## src/rtl/mon_dispatch_arb_pkg.sv

```systemverilog
// Shared constants and helpers for the monitor dispatch arbiter and its lanes.
package mon_dispatch_arb_pkg;

  localparam int EVT_W_DEFAULT = 32;

  // Lane-ID width; kept at least 1 so a two-lane build still has a real index bit.
  function automatic int lane_w(input int n_mon);
    return (n_mon <= 2) ? 1 : $clog2(n_mon);
  endfunction

endpackage

```

## src/rtl/mon_dispatch_arb_order_fifo.sv

```systemverilog
// Small circular FIFO of lane IDs that remembers dispatch order.
// A push and a pop in the same cycle leave the count unchanged.
module mon_order_fifo #(
  parameter int DEPTH = 2,
  parameter int W     = 1
) (
  input  logic         clk,
  input  logic         reset,
  input  logic         push,
  input  logic [W-1:0] push_data,
  input  logic         pop,
  output logic [W-1:0] head,
  output logic         empty,
  output logic         full
);

  localparam int PTR_W = (DEPTH <= 2) ? 1 : $clog2(DEPTH);
  localparam int CNT_W = $clog2(DEPTH + 1);

  logic [W-1:0]     mem [DEPTH];
  logic [PTR_W-1:0] wr_ptr;
  logic [PTR_W-1:0] rd_ptr;
  logic [CNT_W-1:0] count;

  function automatic logic [PTR_W-1:0] ptr_inc(input logic [PTR_W-1:0] p);
    return (p == PTR_W'(DEPTH - 1)) ? '0 : p + PTR_W'(1);
  endfunction

  assign head  = mem[rd_ptr];
  assign empty = (count == '0);
  assign full  = (count == CNT_W'(DEPTH));

  always_ff @(posedge clk or posedge reset) begin
    if (reset) begin
      wr_ptr <= '0;
      rd_ptr <= '0;
      count  <= '0;
      for (int i = 0; i < DEPTH; i++) mem[i] <= '0;
    end else begin
      if (push) begin
        mem[wr_ptr] <= push_data;
        wr_ptr      <= ptr_inc(wr_ptr);
      end
      if (pop) rd_ptr <= ptr_inc(rd_ptr);
      case ({push, pop})
        2'b10:   count <= count + CNT_W'(1);
        2'b01:   count <= count - CNT_W'(1);
        default: count <= count;
      endcase
    end
  end

endmodule

```

## src/rtl/mon_dispatch_arb.sv

```systemverilog
// Round-robin dispatcher of DUT transactions to sub_mon lanes, with in-order event return.
// Optional MON_ARB_STATS_EN adds saturating accept/stall counters.
module mon_dispatch_arb
  import mon_dispatch_arb_pkg::*;
#(
  parameter int WIDTH = 32,
  parameter int EVT_W = EVT_W_DEFAULT,
  parameter int N_MON = 2
) (
  input  logic                   clk,
  input  logic                   reset,
  input  logic                   i_txn_valid,
  output logic                   o_txn_ready,
  input  logic [WIDTH-1:0]       i_dut_ia,
  input  logic [WIDTH-1:0]       i_dut_ib,
  input  logic [WIDTH-1:0]       i_dut_os,
  output logic [N_MON-1:0]       o_mon_valid,
  output logic [WIDTH-1:0]       o_mon_a,
  output logic [WIDTH-1:0]       o_mon_b,
  output logic [WIDTH-1:0]       o_mon_o,
  input  logic [N_MON-1:0]       i_mon_evt_valid,
  input  logic [N_MON*EVT_W-1:0] i_mon_evt,
  output logic                   o_event_valid,
  output logic [EVT_W-1:0]       o_event,
  output logic                   o_err
`ifdef MON_ARB_STATS_EN
  ,
  output logic [31:0]            o_stat_txn,
  output logic [31:0]            o_stat_stall
`endif
);

  localparam int LANE_W = lane_w(N_MON);

  logic [N_MON-1:0]  lane_busy;
  logic [N_MON-1:0]  hold_valid;
  logic [EVT_W-1:0]  hold [N_MON];
  logic [LANE_W-1:0] rr_ptr;
  logic [LANE_W-1:0] grant;
  logic              grant_found;
  logic              accept;
  logic [LANE_W-1:0] head;
  logic              fifo_empty;
  logic              fifo_full;
  logic              pop;

  assign o_txn_ready = |(~lane_busy);
  assign accept      = i_txn_valid & o_txn_ready;
  assign pop         = ~fifo_empty & hold_valid[head];

  always_comb begin
    int idx;
    grant_found = 1'b0;
    grant       = '0;
    idx         = 0;
    for (int i = 0; i < N_MON; i++) begin
      idx = int'(rr_ptr) + i;
      if (idx >= N_MON) idx = idx - N_MON;
      if (!grant_found && !lane_busy[idx]) begin
        grant_found = 1'b1;
        grant       = LANE_W'(idx);
      end
    end
  end

  mon_order_fifo #(
    .DEPTH (N_MON),
    .W     (LANE_W)
  ) u_order_fifo (
    .clk       (clk),
    .reset     (reset),
    .push      (accept & grant_found & ~fifo_full),
    .push_data (grant),
    .pop       (pop),
    .head      (head),
    .empty     (fifo_empty),
    .full      (fifo_full)
  );

  always_ff @(posedge clk or posedge reset) begin
    if (reset) begin
      lane_busy     <= '0;
      hold_valid    <= '0;
      rr_ptr        <= '0;
      o_mon_valid   <= '0;
      o_mon_a       <= '0;
      o_mon_b       <= '0;
      o_mon_o       <= '0;
      o_event_valid <= 1'b0;
      o_event       <= '0;
      o_err         <= 1'b0;
      for (int l = 0; l < N_MON; l++) hold[l] <= '0;
    end else begin
      o_mon_valid   <= '0;
      o_event_valid <= 1'b0;

      if (accept) begin
        lane_busy[grant]   <= 1'b1;
        rr_ptr             <= (grant == LANE_W'(N_MON - 1)) ? '0 : grant + LANE_W'(1);
        o_mon_valid[grant] <= 1'b1;
        o_mon_a            <= i_dut_ia;
        o_mon_b            <= i_dut_ib;
        o_mon_o            <= i_dut_os;
      end

      // Events on idle lanes or lanes already holding one are dropped and flagged.
      for (int l = 0; l < N_MON; l++) begin
        if (i_mon_evt_valid[l]) begin
          if (lane_busy[l] && !hold_valid[l]) begin
            hold_valid[l] <= 1'b1;
            hold[l]       <= i_mon_evt[l*EVT_W +: EVT_W];
          end else begin
            o_err <= 1'b1;
          end
        end
      end

      if (pop) begin
        o_event          <= hold[head];
        o_event_valid    <= 1'b1;
        hold_valid[head] <= 1'b0;
        lane_busy[head]  <= 1'b0;
      end
    end
  end

`ifdef MON_ARB_STATS_EN
  always_ff @(posedge clk or posedge reset) begin
    if (reset) begin
      o_stat_txn   <= '0;
      o_stat_stall <= '0;
    end else begin
      if (accept && (o_stat_txn != '1)) o_stat_txn <= o_stat_txn + 32'd1;
      if (i_txn_valid && !o_txn_ready && (o_stat_stall != '1)) o_stat_stall <= o_stat_stall + 32'd1;
    end
  end
`endif

endmodule

```

## config.mk

```make
export PLATFORM = sky130hd
export DESIGN_NAME = mon_dispatch_arb
export DESIGN_NICKNAME = d
export VERILOG_FILES = /design/src/rtl/mon_dispatch_arb_pkg.sv /design/src/rtl/mon_dispatch_arb_order_fifo.sv /design/src/rtl/mon_dispatch_arb.sv
export SDC_FILE = /design/constraint.sdc
export NUM_CORES = 1
export LEC_CHECK = 0
export CAP_MARGIN = 20
export CORE_UTILIZATION = 45
export CTS_CLUSTER_SIZE = 16
export DETAILED_ROUTE_END_ITERATION = 8
export GPL_ROUTABILITY_DRIVEN = 1
export GPL_TIMING_DRIVEN = 0
export PLACE_DENSITY_LB_ADDON = 0.1
export SYNTH_ARGS = -nofsm -noshare
export SYNTH_HDL_FRONTEND = slang
export SYNTH_SLANG_ARGS = --single-unit
```

## constraint.sdc

```tcl
create_clock -name clk -period 7.56 [get_ports clk]
set_input_delay 1.134 -clock clk [delete_from_list [all_inputs] [get_ports clk]]
set_output_delay 1.134 -clock clk [all_outputs]
set_load 0.02 [all_outputs]
```

After elaboration in Yosys (flattened, before gate mapping)

Index checks and enable logic that the tools add are counted.

Flip-flop bits (word level): 207
Output and inout bits: 133
Input port bits: 165
Word-level logic and storage cells: 112

Muxes and demuxes: 44
Add/sub/neg operators: 8
Equality and inequality tests: 3
Reductions and logical operators: 14
Bitwise operators: 14
$lt $le $gt $ge: 12

Operators by type and width:

| operator              | number |
|---|---|
| $mux W32              | 5 |
| $lt A32 B3 Y1 const B | 2 |
| $mux W1               | 30 |
| $ge A2 B2 Y1 const B  | 4 |
| $mux W2               | 4 |
| $logic_and A1 B1 Y1   | 6 |
| $not A1 Y2            | 3 |
| $and A1 B1 Y1         | 4 |
| $and A2 B2 Y2         | 2 |
| $eq A2 B2 Y1 const B  | 2 |
| $lt A1 B2 Y1 const B  | 2 |
| $not A2 Y2            | 2 |
| $pmux W2 S2           | 1 |
| $reduce_and A2 Y1     | 2 |
| $add A1 B1 Y1 const B | 3 |
| $demux W1 S1          | 3 |
| $logic_not A1 Y1      | 3 |
| $sub A1 B2 Y3 const B | 1 |
| $sub A2 B2 Y3 const B | 1 |
| $add A1 B1 Y2 const B | 1 |
| $add A2 B1 Y2 const B | 1 |
| $bwmux W2             | 1 |
| $eq A2 B1 Y1 const B  | 1 |
| $ge A1 B1 Y1 const B  | 2 |
| 8 further kinds       | 9 |

Depth between registers and ports, before layout

Depth in word-level cells: 17
Gate-level depth with buffers: 8
Mapped depth without buffers: 6

Hierarchy

A second synthesis with hierarchy kept.

Cells, all modules: 707
Area, all modules: 8050.2 µm²

Modules (own cells, without submodules):

| module           | instances | sequential area each (µm²) | cells an instance | area each (µm²) |
|---|---|---|---|---|
| mon_dispatch_arb | 1         | 5029.8                     | 685               | 7778.7 |
| mon_order_fifo   | 1         | 150.1                      | 22                | 271.5 |

Worst setup path after synthesis

OpenSTA, ideal clock, no wires.

Kind: input port to flip-flop
Start: in i_txn_valid
End: reg u_order_fifo.count[1]
Data required time: 7.480 ns
Setup time: 0.080 ns
Stages on the path: 5
Arrival: 2.124 ns
Setup slack: 5.356 ns
Path through: a21boi_2 -> o21ai_1 -> ha_1 -> nor2_1 -> xnor2_1

Word-level cells in the longest chain between the ends: 5
Elaborated cells on any way between the ends: 7
Classes of those cells: 2 x eq/ne; 1 x mux; 3 x bitwise; 1 x reduce/logical

RTL lines:

| what                                                     | RTL line                          | source |
|---|---|---|
| from (decl)                                              | mon_dispatch_arb.sv:12            | `input logic i_txn_valid,` |
| $and A1 B1 Y1 *                                          | mon_dispatch_arb.sv:48            | `assign accept = i_txn_valid & o_txn_ready;` |
| $and A1 B1 Y1 * (2 in a row)                             | mon_dispatch_arb.sv:72            | `.push (accept & grant_found & ~fifo_full),` |
| $eq A2 B1 Y1 / $eq A2 B2 Y1 (equally long branches)      | mon_dispatch_arb_order_fifo.sv:45 | `case ({push, pop})` |
| $pmux W2 S2 / $reduce_bool A2 Y1 (equally long branches) | -                                 |  |
| to (signal assigned)                                     | mon_dispatch_arb_order_fifo.sv:46 | `2'b10: count <= count + CNT_W'(1);` |
| to (signal assigned)                                     | mon_dispatch_arb_order_fifo.sv:47 | `2'b01: count <= count - CNT_W'(1);` |
| to (signal assigned)                                     | mon_dispatch_arb_order_fifo.sv:48 | `default: count <= count;` |
| to (decl)                                                | mon_dispatch_arb_order_fifo.sv:23 | `logic [CNT_W-1:0] count;` |

Mark *: on every way between the ends. The rest lies on a longest branch, timed or not.
A chain may end at the register's enable or synchronous reset.

Final worst setup path

Start: reg lane_busy[1]
End: out o_txn_ready

Word-level cells in the longest chain between the ends: 2

RTL lines:

| what                              | RTL line                | source |
|---|---|---|
| from (decl)                       | mon_dispatch_arb.sv:35  | `logic [N_MON-1:0] lane_busy;` |
| from (signal assigned)            | mon_dispatch_arb.sv:82  | `lane_busy <= '0;` |
| from (signal, indexed assignment) | mon_dispatch_arb.sv:98  | `lane_busy[grant] <= 1'b1;` |
| from (signal, indexed assignment) | mon_dispatch_arb.sv:122 | `lane_busy[head] <= 1'b0;` |
| $not A2 Y2                        | mon_dispatch_arb.sv:47  | `assign o_txn_ready = \|(~lane_busy);` |
| $reduce_or A2 Y1                  | mon_dispatch_arb.sv:47  |  |
| to (decl)                         | mon_dispatch_arb.sv:13  | `output logic o_txn_ready,` |

Every way passes these cells.

==> results.py <==
metrics = {
    "yosys": {
        "synth_edf_count": 0,
        "ys_warn_count": 0,
        "synth_fp_nets": 911,
        "ys_ff_latch": 207,
        "seq_area_frac_synth_pct": 62.2,
        "synth_top_area_share_pct": 62.2,
        "syn-cell-area_um2": 8330,
        "netlist_top_cells_area": "dfrtp_1, nand2_1, mux2_2, mux2i_1, a2bb2oi_1",
        "netlist_instances": 745,
        "synth_top_area_cell": "dfrtp_1",
        "ys_types": 31,
        "synth_ff_type": "dfrtp_1",
        "synthTopCellsByCount": "nand2_1, dfrtp_1, mux2_2, nand2b_1, mux2i_1",
        "post-synth-top-count-cell": "nand2_1",
        "async_reset_ff_share_pct": 100,
        "syn-mean-instance-area_um2": 11.2,
    },
    "clock_tree": {
        "cts_tree": "yes",
        "cts_hold_buf": 0,
        "h-tree-depth": 1,
        "cts-buffers-inserted": 23,
        "insertion_delay_ns": 0.51,
        "clkTransAtPathRegs_ns": 0.06,
        "cts_resized": 0,
        "post_cts_buffers": 0,
        "root_buffer": "clkbuf_16",
        "cts.path.max_buffers": 3,
        "clock_sinks": 207,
    },
    "worst_setup_path": {
        "crit_chain": "buf_2, nand2_1, clkdlybuf4s50_1",
        "cp.arrival_ns": 1.73,
        "crit_type": "reg2out",
        "critical_path.slowest_cell": "clkdlybuf4s50_1",
        "required_ns": 6.43,
        "cp-start-kind": "register",
        "cp_top_family": "buffers and inverters",
        "slowest_delay_ns": 0.64,
        "end_kind": "primary output",
        "crit_fanout": 9,
        "cp_num_buf_inv": 2,
    },
    "global_route": {
        "first_global_vias": 6737,
        "antenna_found_initial": 0,
        "grt_start_max_net_pins": 107,
        "grt_remaining_overflow": 0,
        "grtUsageTotal_pct": 23.5,
        "grt_pass1_wl_um": 35900,
    },
    "cells_and_area": {
        "syn_to_final_growth_pct": 48.7,
        "multiInputGateArea_um2": 2920,
        "final_nets": 1234,
        "drive_gt1_share_pct": 12.7,
        "fillerInstances": 1427,
        "antenna_cells": 0,
        "postLayoutCellArea_um2": 12400,
        "seqCellArea_um2": 5180,
    },
    "timing": {
        "hold_viol_final": 0,
        "fin_crit_ns": 2.87,
        "worst_clock_skew_ns": 0.0158,
        "slew_headroom_pct": 49.3,
        "drv_slew": 0,
        "rsz0062_at_grt": "false",
        "fin_ws_ns": 4.69,
        "fin_crit_sh_pct": 37.9,
        "tightestPinTransition_ns": 0.761,
        "fmax_mhz": 349,
        "setup_viol": 0,
    },
    "route": {
        "drc": 0,
        "wirelength_um": 22200,
        "via_per_inst": 4.90,
        "wl_per_cell_um": 16.9,
        "dr.first_iter.drc_count": 268,
        "final_antenna_net_count": 0,
        "dr.pass1.iters": 4,
        "vias": 6431,
    },
    "floorplan": {
        "die_area_um2": 19100,
        "start_util_pct": 46.2,
        "dieWidth_um": 138,
        "std_cell_rows": 49,
        "io_pins": 298,
        "core_area_um2": 18000,
        "die_h_um": 138,
    },
    "run": {
        "cap_violations": 0,
    },
    "worst_hold_path": {
        "hold_path.class": "reg2reg",
    },
    "place": {
        "post-place-ws_ns": 4.43,
        "dp_hpwl_um": 15600,
        "gp_congestion": 0.833,
        "postPlaceCellArea_um2": 11600,
        "port_buffers": 297,
    },
    "power": {
        "power.leakage_nw": 5.80,
        "p_per_area_nw_per_um2": 466,
        "ir_drop_v": 0.000282,
    },
    "status": {
        "status": "finished clean",
    },
}
[power breakdown]
group          leakage [nW]  total, mW  switching [mW]  internal (mW)
Sequential             2.48       1.97           0.297           1.67
Combinational          2.95       2.70            1.36           1.33
Clock                 0.369       1.11           0.447          0.664
[final timing paths]
check	from	endpoint	slack, ns	cells past startpoint
setup reg to reg	lane_busy[1]	u_order_fifo.count[1]	5.60	6
hold reg to reg	o_mon_a[7]	o_mon_a[7]	0.47	2
setup / recovery	lane_busy[1]	o_txn_ready	4.69	3
max in group asynchronous	reset	hold[27]	5.44	3
min in group asynchronous	reset	o_mon_o[26]	1.14	2
hold / removal	o_mon_a[7]	o_mon_a[7]	0.47	2
[sequential cells by signal, indices dropped and copies added, names as in the netlist, 32 cells and up]
name     cells
hold        64
o_event     32
o_mon_a     32
o_mon_b     32
o_mon_o     32
[placed cells by master (no fill, tap or decap), types with 19 or more instances in the layout]
| master | instances |
|---|---|
| clkbuf_16 | 23 |
| nand2b_1 | 33 |
| clkdlybuf4s50_1 | 297 |
| clkbuf_1 | 19 |
| a2bb2oi_1 | 30 |
| mux2i_1 | 32 |
| mux2_2 | 64 |
| dfrtp_1 | 207 |
| buf_2 | 21 |
| nand2_1 | 291 |
[worst register-to-register path, stage by stage, from the launching register on]
cell and delay (ns):
dfrtp_1 0.35, buf_2 0.17, a21boi_2 0.46, o21ai_1 0.27, ha_1 0.38, nor2_1 0.13
xnor2_1 0.12
[area by class of cell]
class                   instances  share of cell area [%]
plain buffers                  42                    1.76
flip-flops and latches        207                    41.8
well taps                     229                    2.31
clock inverters                 7                   0.586
repair buffers                298                    24.2
clock buffers                  34                    5.55
inverters                       4                   0.182
multi-input cells             492                    23.6
[cells by family (layout without fill, tap and decap cells)]
family / after synthesis / after routing / share of synthesized area (%)
xor gates and xnor gates: 5 / 5 / 0.526
buffers and inverters: 46 / 385 / 2.79
DFF: 207 / 207 / 62.2
and+or+nand+nor: 338 / 338 / 16.3
AOI/OAI and AO/OA: 49 / 49 / 4.94
adders and majority gates: 1 / 1 / 0.150
muxes: 99 / 99 / 13.1
[metrics by stage]
step	instances	TNS [ns]	hold WS [ns]	utilization [%]	total power, mW
2_1_floorplan	745	0	0.470	-	3.54
3_3_place_gp	1271	-419.62	0.458	64.3	4.64
3_5_place_dp	1272	0	0.461	64.5	4.70
4_1_cts	1313	0	0.476	68.7	5.83
5_1_grt	1313	0	0.487	68.7	6.12
6_report	1313	0	0.472	68.7	5.77
[per-layer routing]
metal	vias to the layer above	GRT usage, %	wire length [um]
li1	3066	-	-
met1	3103	28.8	9020
met5	-	0	0
met2	226	39.4	10800
met4	0	6.71	486
met3	36	8.00	1920
(Power assumes the default switching activity.)
